**src/rtl/instr_fetch_unit.sv**
```systemverilog
// instr_fetch_unit: instruction fetch front end.
// Issues word addresses to the memory instruction port, captures the returned
// data one cycle later into a small prefetch FIFO, and presents the head entry
// to decode over a valid/ready handshake. A redirect flushes queued and
// in-flight words and restarts fetch at a new PC.
// Optional feature macro: FETCH_STATS_EN (fetch-starvation counter on stall_count).
module instr_fetch_unit #(
  parameter logic [13:0] RESET_PC = 14'h0000,
  parameter int          DEPTH    = 4
) (
  input  logic        clk,
  input  logic        reset,
  input  logic        enable,
  output logic [13:0] instr_addr,
  input  logic [15:0] instr_data,
  input  logic        redirect,
  input  logic [13:0] redirect_pc,
  output logic        instr_valid,
  output logic [15:0] instr_out,
  output logic [13:0] instr_pc,
  input  logic        instr_ready,
  output logic [15:0] stall_count
);

  localparam int PW = $clog2(DEPTH);
  localparam int CW = PW + 1;
  localparam logic [CW:0] DEPTH_W = (CW + 1)'(DEPTH);

  logic [13:0]   fetch_pc_q,    fetch_pc_d;
  logic          inflight_q,    inflight_d;
  logic [13:0]   inflight_pc_q, inflight_pc_d;
  logic [PW-1:0] wr_ptr_q,      wr_ptr_d;
  logic [PW-1:0] rd_ptr_q,      rd_ptr_d;
  logic [CW-1:0] count_q,       count_d;
  logic [15:0]   data_mem_q [DEPTH];
  logic [13:0]   pc_mem_q   [DEPTH];

  logic          issue_s;
  logic          push_s;
  logic          pop_s;
  logic          not_empty_s;
  logic [CW:0]   occupancy_s;

  assign not_empty_s = (count_q != {CW{1'b0}});
  // Pops in the current cycle are not credited, so capacity is count plus in-flight.
  assign occupancy_s = (CW + 1)'(count_q) + (CW + 1)'(inflight_q);

  // Next-state logic for fetch PC, in-flight tracking and FIFO pointers/count.
  always_comb begin
    issue_s       = enable && !redirect && (occupancy_s < DEPTH_W);
    push_s        = inflight_q && !redirect;
    pop_s         = not_empty_s && instr_ready && !redirect;
    fetch_pc_d    = fetch_pc_q;
    inflight_d    = 1'b0;
    inflight_pc_d = inflight_pc_q;
    wr_ptr_d      = wr_ptr_q;
    rd_ptr_d      = rd_ptr_q;
    count_d       = count_q;
    if (redirect) begin
      // Flush everything; the first fetch at the target issues next cycle.
      fetch_pc_d = redirect_pc;
      wr_ptr_d   = {PW{1'b0}};
      rd_ptr_d   = {PW{1'b0}};
      count_d    = {CW{1'b0}};
    end else begin
      if (issue_s) begin
        inflight_d    = 1'b1;
        inflight_pc_d = fetch_pc_q;
        fetch_pc_d    = fetch_pc_q + 14'd1;
      end else begin
        inflight_d = 1'b0;
      end
      if (push_s) begin
        wr_ptr_d = wr_ptr_q + PW'(1);
      end else begin
        wr_ptr_d = wr_ptr_q;
      end
      if (pop_s) begin
        rd_ptr_d = rd_ptr_q + PW'(1);
      end else begin
        rd_ptr_d = rd_ptr_q;
      end
      case ({push_s, pop_s})
        2'b10:   count_d = count_q + CW'(1);
        2'b01:   count_d = count_q - CW'(1);
        default: count_d = count_q;
      endcase
    end
  end

  // Control state registers with synchronous reset.
  always_ff @(posedge clk) begin
    if (reset) begin
      fetch_pc_q    <= RESET_PC;
      inflight_q    <= 1'b0;
      inflight_pc_q <= 14'h0000;
      wr_ptr_q      <= {PW{1'b0}};
      rd_ptr_q      <= {PW{1'b0}};
      count_q       <= {CW{1'b0}};
    end else begin
      fetch_pc_q    <= fetch_pc_d;
      inflight_q    <= inflight_d;
      inflight_pc_q <= inflight_pc_d;
      wr_ptr_q      <= wr_ptr_d;
      rd_ptr_q      <= rd_ptr_d;
      count_q       <= count_d;
    end
  end

  // FIFO storage: capture the returning word with its PC at the tail.
  always_ff @(posedge clk) begin
    if (!reset && push_s) begin
      data_mem_q[wr_ptr_q] <= instr_data;
      pc_mem_q[wr_ptr_q]   <= inflight_pc_q;
    end
  end

  assign instr_addr  = fetch_pc_q;
  assign instr_valid = not_empty_s;
  assign instr_out   = not_empty_s ? data_mem_q[rd_ptr_q] : 16'h0000;
  assign instr_pc    = not_empty_s ? pc_mem_q[rd_ptr_q]   : 14'h0000;

`ifdef FETCH_STATS_EN
  logic [15:0] stall_q, stall_d;

  // Starvation counter: cycles where fetch is enabled but decode has nothing.
  always_comb begin
    stall_d = stall_q;
    if (enable && !not_empty_s && (stall_q != 16'hFFFF)) begin
      stall_d = stall_q + 16'd1;
    end else begin
      stall_d = stall_q;
    end
  end

  // Starvation counter register; survives redirect, cleared only by reset.
  always_ff @(posedge clk) begin
    if (reset) begin
      stall_q <= 16'h0000;
    end else begin
      stall_q <= stall_d;
    end
  end

  assign stall_count = stall_q;
`else
  assign stall_count = 16'h0000;
`endif

endmodule

```
**config.mk**
```make
export PLATFORM = sky130hd
export DESIGN_NAME = instr_fetch_unit
export DESIGN_NICKNAME = d
export VERILOG_FILES = /design/src/rtl/instr_fetch_unit.sv
export SDC_FILE = /design/constraint.sdc
export NUM_CORES = 1
export LEC_CHECK = 0
export ABC_AREA = 1
export BUFFER_PORTS_ARGS = -buffer_cell sky130_fd_sc_hd__buf_2
export CORE_AREA = 5 5 115 117
export CTS_CLUSTER_SIZE = 10
export DETAILED_ROUTE_END_ITERATION = 6
export DIE_AREA = 0 0 120 122
export GPL_TIMING_DRIVEN = 0
export PLACE_DENSITY = 0.78
export SLEW_MARGIN = 30
export SYNTH_ARGS = -nofsm -noshare
export SYNTH_HDL_FRONTEND = slang
export SYNTH_SLANG_ARGS = --single-unit
```
**constraint.sdc**
```tcl
create_clock -name clk -period 2.7 [get_ports clk]
set_input_delay 0.27 -clock clk [delete_from_list [all_inputs] [get_ports clk]]
set_output_delay 0.27 -clock clk [all_outputs]
set_load 0.02 [all_outputs]
```
# [Word level (Yosys, flattened, before mapping)]
# Memory sizes are Yosys's and may differ from the RTL's. A register that Yosys moved wholly into a read port is not among the register bits.
# Cells that the tools add are included.
[classes] reduce_logical=13 order_cmp=1 addsub=6 bitwise=1 muxes=12 eq_ne=2
[op_table] cell="$mux 14" n=3
[op_table] cell="$mux 16" n=1
[op_table] cell="$add 14x1->14 const B" n=1
[op_table] cell="$mux 2" n=4
[op_table] cell="$logic_and 1x1->1" n=6
[op_table] cell="$pmux 3 s2" n=1
[op_table] cell="$add 2x1->2 const B" n=2
[op_table] cell="$add 3x1->4" n=1
[op_table] cell="$lt 4x3->1 const B" n=1
[op_table] cell="$reduce_bool 2->1" n=2
[op_table] cell="$add 3x1->3 const B" n=1
[op_table] cell="$mux 1" n=3
[op_table] cell="$reduce_bool 3->1" n=1
[op_table] cell="$sub 3x1->3 const B" n=1
[op_table] cell="$eq 2x1->1 const B" n=1
[op_table] cell="$eq 2x2->1 const B" n=1
[op_table] cell="$logic_not 1->1" n=2
[op_table] cell="$reduce_and 2->1" n=1
[op_table] cell="$reduce_or 2->1" n=1
[op_table] cell="$not 1->1" n=1
[totals] n_memories=2 input_bits=35 word_cells=43 output_inout_bits=61 reg_bits=36 mem_bits_rw=120
[memory_table] name="data_mem_q" words=4 word_bits=16 rd=1 rd_ports_with_merged_regs=1 write_ports=1 line="35" rtl="logic [15:0] data_mem_q [DEPTH];"
[memory_table] name="pc_mem_q" words=4 word_bits=14 rd=1 rd_ports_with_merged_regs=1 write_ports=1 line="36" rtl="logic [13:0] pc_mem_q [DEPTH];"

# [Logic depth before layout (Yosys ltp)]
# Gate-level depths: netlist (run 1).
[depth] word_depth=5 mapped_depth=11 mapped_depth_nobuf=11

# [Worst setup path after synthesis (run 1)]
# Ideal clock, no wire load.
[synth_timing] kind="input -> register" from="in redirect" to="mem data_mem_q[0][0], enable pin" setup_slack_ns=0.188 required_time_ns=2.283 setup_ns=0.417 stages=4 arrival_ns=2.095 n_path_buf=1 path_cell_list="buf_6 nor2_1 nand2_1 nor2_1"
[synth_via] elab_chain_len=5
[synth_lines] item="start, declared" line="16" rtl="input logic redirect,"
[synth_lines] item="$logic_not 1->1" line="51" rtl="push_s = inflight_q && !redirect;"
[synth_lines] item="$logic_and 1x1->1" line="51"
[synth_lines] item="$logic_and 1x1->1" line="112" rtl="if (!reset && push_s) begin"
[synth_lines] item="$mux 1" line="112"
[synth_lines] item="$mux 1 (implied by the code)" line="113" rtl="data_mem_q[wr_ptr_q] <= instr_data;"
[synth_lines] item="end, declared" line="35"
# No other way between the ends.

==> results, run 1 <==
- The startpoint type of the worst setup path is a flip-flop.
- The number of remaining DRC errors is 0.
- The floorplan step set the die width to 120 µm.
- In this run, synthesis inferred 120 flip-flops with an integrated enable.
- The first-pass GRT wire length is 24500 µm.
- The worst hold-check path type is primary input to flip-flop.
- Global routing finished with a remaining overflow of 0.
- Across all register-to-register paths, the minimum setup slack is 650 ps.
- The violation count after the first detailed-route iteration is 325.
- Clock tree synthesis selected as its root buffer the cell sky130_fd_sc_hd__clkbuf_16.
- For the finished layout, the period the worst path requires is 2310 ps.
- Setup repair after global routing left no endpoint under its margin.
- In the layout the commonest cells are sky130_fd_sc_hd__nor2_1 (143), sky130_fd_sc_hd__edfxtp_1 (120), sky130_fd_sc_hd__buf_2 (87).
- The maximum root-to-sink buffer count is 2.
- The number of port buffers is 78.
- The worst reg2reg path startpoint is count_q[1]$_SDFFE_PP0P_.
- The worst setup path is of the flip-flop to output pin kind.
- The share of total power dissipated in combinational logic is 5.2%.
- The post-cts resize count is 0.
- The signal on the critical path passes through buf_2 > inv_2 > clkbuf_1 > o21ai_0 > a21oi_1 > buf_2.
- The fraction of final layout cells with drive strength greater than 1 is 22.0%.
- The count of antenna-violating nets left after detailed routing is 0.
- The share of synthesized flip-flops with an asynchronous set or reset is 0%.
- The internal power of the cells totals 4.12 mW.
- In this run the post-CTS setup repair buffer count came out at 0.
- The fmax is 0.433 GHz.
- Global routing used 21.7% of the available tracks across all layers.
- TritonCTS built the clock tree.
- The count of cells along the worst register-to-register path is 11.
- The H-tree generated during clock tree synthesis spans 4 levels.
- The synthesized instance count is 639.
- The area growth from synthesis to final layout is 20.2%.
- The analysis attributes to cell leakage a power of 3.14 nW.
- The run finished with clean final reports.
- The final worst slack is 391 ps.
- The number of placed I/O pins is 96.
- Sequential cells burn 50.7% of the power.
- Once layout is complete, the utilization of the core stands at 65.7%.
- The number of diodes added for antenna fixing is 0.
- The worst register-to-register path ends at count_q[2]$_SDFFE_PP0P_.
- After layout, the worst path uses 85.5% of the clock period.
- Of all nets on the critical path, the largest fanout is 10.
- On the critical path, the stage with the largest delay is an instance of sky130_fd_sc_hd__clkbuf_1.
- Once the floorplan was initialized, standard cells occupied 54.7% of the core.
- The final routed wire length divided by cell count is 16.3 µm.
- The worst hold path endpoint is data_mem_q[3][1]$_DFFE_PP_.
- In this design, the stage delay of the slowest critical-path cell is 400 ps.
- Synthesis instantiated 31 different standard cells from the library.
- The largest net degree at the start of global routing is 20.
- For the worst setup path, the data required time is 2430 ps.
- For this design the total switching power over the nets is 1.18 mW.
- Prior to clock tree synthesis, the placed netlist has a worst setup slack of 355 ps.
- The via count of the first global-routing pass is 5053.
- The clock drives 158 sinks.
- The worst IR drop on VDD is 0.371 mV.
- For this run, the post-layout net count is 797.
- Summing all flip-flop and latch instances after layout gives 0.00436 mm².
- The tool flagged a number of max-cap violations equal to 0.
- The clock latency on the worst-skew pair is 420 ps.
- The power per cell area is 658 mW/mm².
- The core outline area is 0.0123 mm².
- In the routed layout, each cell is associated on average with a via count of 5.39.
- In this run, synthesis produced a sequential element count of 158.
- The most numerous cell type found on the critical path is sky130_fd_sc_hd__buf_2.
- The count of pins over their slew limit is 0.
- The data arrival time of the worst path is 2040 ps.
- Headroom to the max-slew limit came out at 58.3%.
- Along the worst hold path, the cell count comes to 1.
- Net switching is 22.2% of the power.
- The worst hold path begins at instr_data[1].
- Across all layers, the routed design uses 4950 vias.
- The final weighted congestion in routability-driven placement is 0.881.
- The CTS clock-pin slew for the worst setup and hold paths is 60 ps.
- The kind of end point of the critical path is an output pin.
- The site row count is 41.
- The clock share of power is 44.1%.
- Buffers inserted to repair hold after CTS numbered 0.
- Setup violations remaining at the end of the flow were counted as 0.
- The most used flip-flop cell after synthesis is sky130_fd_sc_hd__edfxtp_1.
- The summed instance area of the synthesized netlist is 0.00670 mm².
- The final hold violation count is 0.
- At the pin with the least slew margin, the transition time is 626 ps.
- The total detailed-routing wirelength is 15000 µm.
- Before antenna repair, the detailed router went through 5 iterations.
- The die extent in y is 122 µm.
- The total of warnings raised by yosys is 0.
- The die area is 0.0146 mm².
- Summing the sequential cell areas from Yosys gives 65.1% of the chip area.
- The area of combinational cells with multiple inputs is 0.00198 mm².
- A synthesized cell averages 10.5 µm².
- Between clock sinks in the finished design, the worst skew comes to 7.06 ps.
- The number of antenna violations at the first check in global routing was 0.
- The number of fill cells is 926.
- The most common cell after layout, fill and taps aside is sky130_fd_sc_hd__nor2_1.
- The TritonCTS buffer count is 17.
- The wire-length estimate of the detail-placed layout is 10100 µm.
-- worst max-delay path, delay by kind of cell (launching register included) --
kind / cells / cell delay (ps)
buffers and inverters: 4 / 860
AO/OA/AOI/OAI: 2 / 460
flip-flops: 1 / 300
-- metal layers --
metal,track usage [%],routed length [µm],up-vias
met2,37.5,7500,230
met5,0,0,-
met1,25.3,6100,2321
li1,-,-,2377
met3,5.90,1140,22
met4,9.59,229,0
-- how the worst max path moves through the flow --
stage,slack (ps),end,start,cells past startpoint
floorplan,190,data_mem_q[0][0]$_DFFE_PP_,redirect,4
global placement,-910,data_mem_q[1][11]$_DFFE_PP_,reset,4
detailed placement,350,data_mem_q[2][11]$_DFFE_PP_,reset,5
CTS,380,instr_pc[0],flip-flop,6
global route,310,instr_pc[2],count_q[0]$_SDFFE_PP0P_,6
finish,390,instr_pc[0],flip-flop,6
-- kinds of logic (layout without fill, tap and decap cells) --
kind of cell    after synthesis  after routing  share of synthesized area (%)
compound gates              143            143                           11.2
xor+xnor                      5              5                          0.653
fa+ha+maj                     7              7                           1.42
buf+inv                      89            203                           6.59
flops                       158            158                           65.1
other cells                   1             16                         0.0559
simple gates                236            236                           14.9
-- power by group through the flow --
stage | combinational [mW] | sequential, mW | clock (mW)
CTS | 0.275 | 2.69 | 2.37
global route | 0.306 | 2.70 | 2.47
global placement | 0.261 | 2.74 | 0
floorplan | 0.163 | 2.75 | 0
detailed placement | 0.273 | 2.74 | 0
finish | 0.276 | 2.69 | 2.34
-- Yosys cell counts, drive strengths merged, types with 2 or more instances --
library cell	instances	area [µm²]
a211oi	4	50.1
a21oi	54	270
buf	31	221
clkbuf	15	57.6
dfxtp	38	761
edfxtp	120	3600
ha	6	75.1
inv	42	158
nand2	57	221
nand3	21	130
nand4	4	25.0
nor2	154	624
o21ai	83	415
xnor2	3	26.3
xor2	2	17.5
-- through the flow --
| step | setup TNS (ps) | instances | cell area [µm²] | power (mW) | hold slack (ps) |
|---|---|---|---|---|---|
| final | 0 | 918 | 8050 | 5.30 | 65.6 |
| after global routing | 0 | 918 | 8050 | 5.47 | 48.3 |
| after floorplan | 0 | 654 | 6760 | 2.91 | 343 |
| after CTS | 0 | 918 | 8050 | 5.34 | 46.8 |
| after detailed placement | 0 | 886 | 7460 | 3.01 | 483 |
| after global placement | -107180 | 882 | 7340 | 3.00 | 449 |
-- area by class of cell --
class                           instances  area share [%]
Tap cell                              150            2.33
Inverter                               43            2.02
Clock inverter                         14            1.99
Clock buffer                           18            5.33
Sequential cell                       158            54.2
Timing Repair Buffer                   82            6.06
Multi-Input combinational cell        407            24.6
Buffer                                 46            3.46
-- registers in the layout (all words and copies together) (netlist names), named ones only --
name	cells
inflight_pc_q	14
inflight_q	1
data_mem_q	64
count_q	3
rd_ptr_q	2
instr_addr	14
pc_mem_q	56
wr_ptr_q	2
Power figures use the tool's default switching activity.
==> inputs of run 2 (changes only) <==
Settings changed: HOLD_SLACK_MARGIN from default to 0.1.
==> run 2 against run 1 <==
Compared with the run above:
- power up 0.41%
- first-iteration DRC count down 2.2%
- the flow now finishes with violations (design-rule violations)
- non-clock buffer count up 16
- flip-flop and latch count unchanged
- register-to-register slack about the same
- clock skew about the same
- clock-buffer cell count unchanged
- fmax up 0.89%
- highest routed layer unchanged
==> results, run 2 (synthesized netlist as in run 1, its figures left out) <==
- The via count of the first global-routing pass came to 5146.
- The register with the most flip-flops in the layout has 64 of them.
- The total area inside the core boundary comes to 0.0123 mm².
- The count of pins over their slew limit is 0.
- The worst setup path is launched from a flip-flop.
- data_mem_q holds more flip-flops than any other register.
- The number of vias in the routed layout is 5055.
- At the worst endpoint, the required time is 2430 ps.
- For this run, the top clock speed supported by timing is 0.437 GHz.
- Of the cells placed in the final design, the portion with a size suffix greater than 1 is 21.6%.
- The die area is 0.0146 mm².
- The data arrival time of the worst path is 2020 ps.
- The die extent in y is 122 µm.
- Counting along the longest clock path gives a buffer depth of 2.
- The detailed router finished its first iteration with 318 violations.
- Summed over all layers, the routed wires come to 15200 µm.
- The max capacitance violation total is 0.
- The horizontal die dimension is 120 µm.
- By startpoint and endpoint, the worst setup path is classified as flip-flop to output pin.
- Detailed placement ended at an HPWL of 10100 µm.
- The transition time of the tightest slew-check pin is 615 ps.
- Setup repair after global routing left no endpoint under its margin.
- The post-route setup TNS is 0 ps.
- The worst IR drop on VDD is 0.372 mV.
- The post-cts resize count is 0.
- The time the worst path needs with I/O delays and setup is 2290 ps.
- Entering global routing, the biggest net connects 20 pins.
- The finished layout cell area is 0.00821 mm².
- The highest fanout seen on the critical path is 10.
- TritonCTS built the clock tree.
- The total global-route track usage is 22.0%.
- For this run, the detailed router's first-pass iteration total came to 7.
- The number of setup buffers added after CTS is 0.
- The number of nets in the final layout is 813.
- The most common cell after layout, fill and taps aside is sky130_fd_sc_hd__nor2_1.
- The later pin in the worst-skew pair is clocked with a latency of 420 ps.
- The kind of end point of the critical path is an output pin.
- The number of antenna violations at the first check in global routing was 0.
- The final reports fail on design-rule violations.
- The root buffer cell chosen for the clock tree is sky130_fd_sc_hd__clkbuf_16.
- The portion of total power attributed to sequential cells is 50.5%.
- The static leakage is 3.21 nW.
- In the final routed layout, each cell accounts on average for 16.2 µm.
- The analysis attributes to net switching a power of 1.19 mW.
- The site row count is 41.
- The number of placed I/O pins is 96.
- The final weighted congestion in routability-driven placement is 0.881.
- The internal portion of the total power is 4.14 mW.
- The first-pass GRT wire length is 24900 µm.
- The remaining max-slew budget at the tightest pin is 58.9%.
- The final hold violation count is 0.
- The H-tree was split into 4 levels.
- Leaving out fill and tap cells, the most frequent cells in the layout are sky130_fd_sc_hd__nor2_1 (143), sky130_fd_sc_hd__edfxtp_1 (120), sky130_fd_sc_hd__buf_2 (87).
- After detailed routing, the number of remaining DRC violations is 3.
- Per report_power, the clock group accounts for 44.0% of the total.
- The post-route fraction of the period consumed by the critical path is 84.8%.
- For this configuration, the core starts out at a cell density of 54.7%.
- The area growth from synthesis to final layout is 22.5%.
- The CTS clock-pin slew for the worst setup and hold paths is 60 ps.
- Setup violations remaining at the end of the flow were counted as 0.
- The flow ran to the end, but the final reports show violations.
- Clock skew on the completed layout was measured at 6.98 ps.
- The number of hold buffers added after CTS is 16.
- In this run switching power makes up 22.3% of total power.
- The worst hold path belongs to the class primary input to flip-flop.
- The number of port buffers is 78.
- The number of sinks driven by the clock tree is 158.
- Summed over all layers, the global routing overflow is 0.
- Dividing the detail-routed via count by the number of cells gives 5.41.
- The largest registers in the layout are data_mem_q (64), pc_mem_q (56).
- The power per cell area is 648 mW/mm².
- The number of diodes added for antenna fixing is 0.
- The post-placement cell area is 0.00746 mm².
- Counting the buffers created by CTS gives 17.
- The proportion of power drawn by combinational gates is 5.5%.
- The count of antenna-violating nets left after detailed routing is 0.
[run 2: changes by cell type in the layout (fill, tap and decap cells not counted)]
cell                            delta
sky130_fd_sc_hd__dlygate4sd3_1    +16
[run 2: worst paths after layout]
kind,from,endpoint,slack [ps],cells after the start
worst max-delay path,flip-flop,instr_pc[0],410,6
worst min register to register,rd_ptr_q[0]$_SDFFE_PP0P_,rd_ptr_q[0]$_SDFFE_PP0P_,500,2
worst max register to register,count_q[1]$_SDFFE_PP0P_,count_q[2]$_SDFFE_PP0P_,640,11
worst min-delay path,redirect_pc[0],instr_addr[0]$_SDFFE_PP0P_,130,3
[run 2: routing by layer]
| metal | share of wire, % | up-vias | GRT usage [%] |
|---|---|---|---|
| met5 | 0 | - | 0 |
| met4 | 1.8 | 0 | 9.81 |
| met3 | 7.2 | 29 | 5.85 |
| met2 | 51 | 232 | 38.5 |
| met1 | 41 | 2385 | 25.5 |
| li1 | - | 2409 | - |
[run 2: critical path: stages, from the launching register on]
cell and delay, ps:
sky130_fd_sc_hd__dfxtp_1 300, sky130_fd_sc_hd__buf_2 150, sky130_fd_sc_hd__inv_2 100, sky130_fd_sc_hd__clkbuf_1 390
sky130_fd_sc_hd__o21ai_0 210, sky130_fd_sc_hd__a21oi_1 250, sky130_fd_sc_hd__buf_2 210
[run 2: power groups by stage]
stage                     sequential (mW)  clock [mW]  combinational [mW]
after detailed placement             2.74           0               0.273
after floorplan                      2.75           0               0.163
after global routing                 2.70        2.47               0.327
final                                2.69        2.34               0.295
after global placement               2.74           0               0.261
after CTS                            2.69        2.37               0.293
[run 2: layout make-up]
cell class              count  area (µm²)
inverters                  43         163
multi-input cells         407        1980
plain buffers              46         279
clock buffers              18         429
clock inverters            14         160
fillers                   908        4050
well taps                 150         188
flip-flops and latches    158        4360
repair buffers             98         648
[run 2: metrics by stage]
stage               instances  hold slack, ps  setup slack [ps]  util [%]  total power, mW
floorplan                 654             343               188         -             2.91
global route              934             125               307      67.0             5.49
CTS                       934             117               381      67.0             5.35
detailed placement        886             483               355      60.9             3.01
global placement          882             449              -906      59.8             3.00
finish                    934             135               411      67.0             5.32
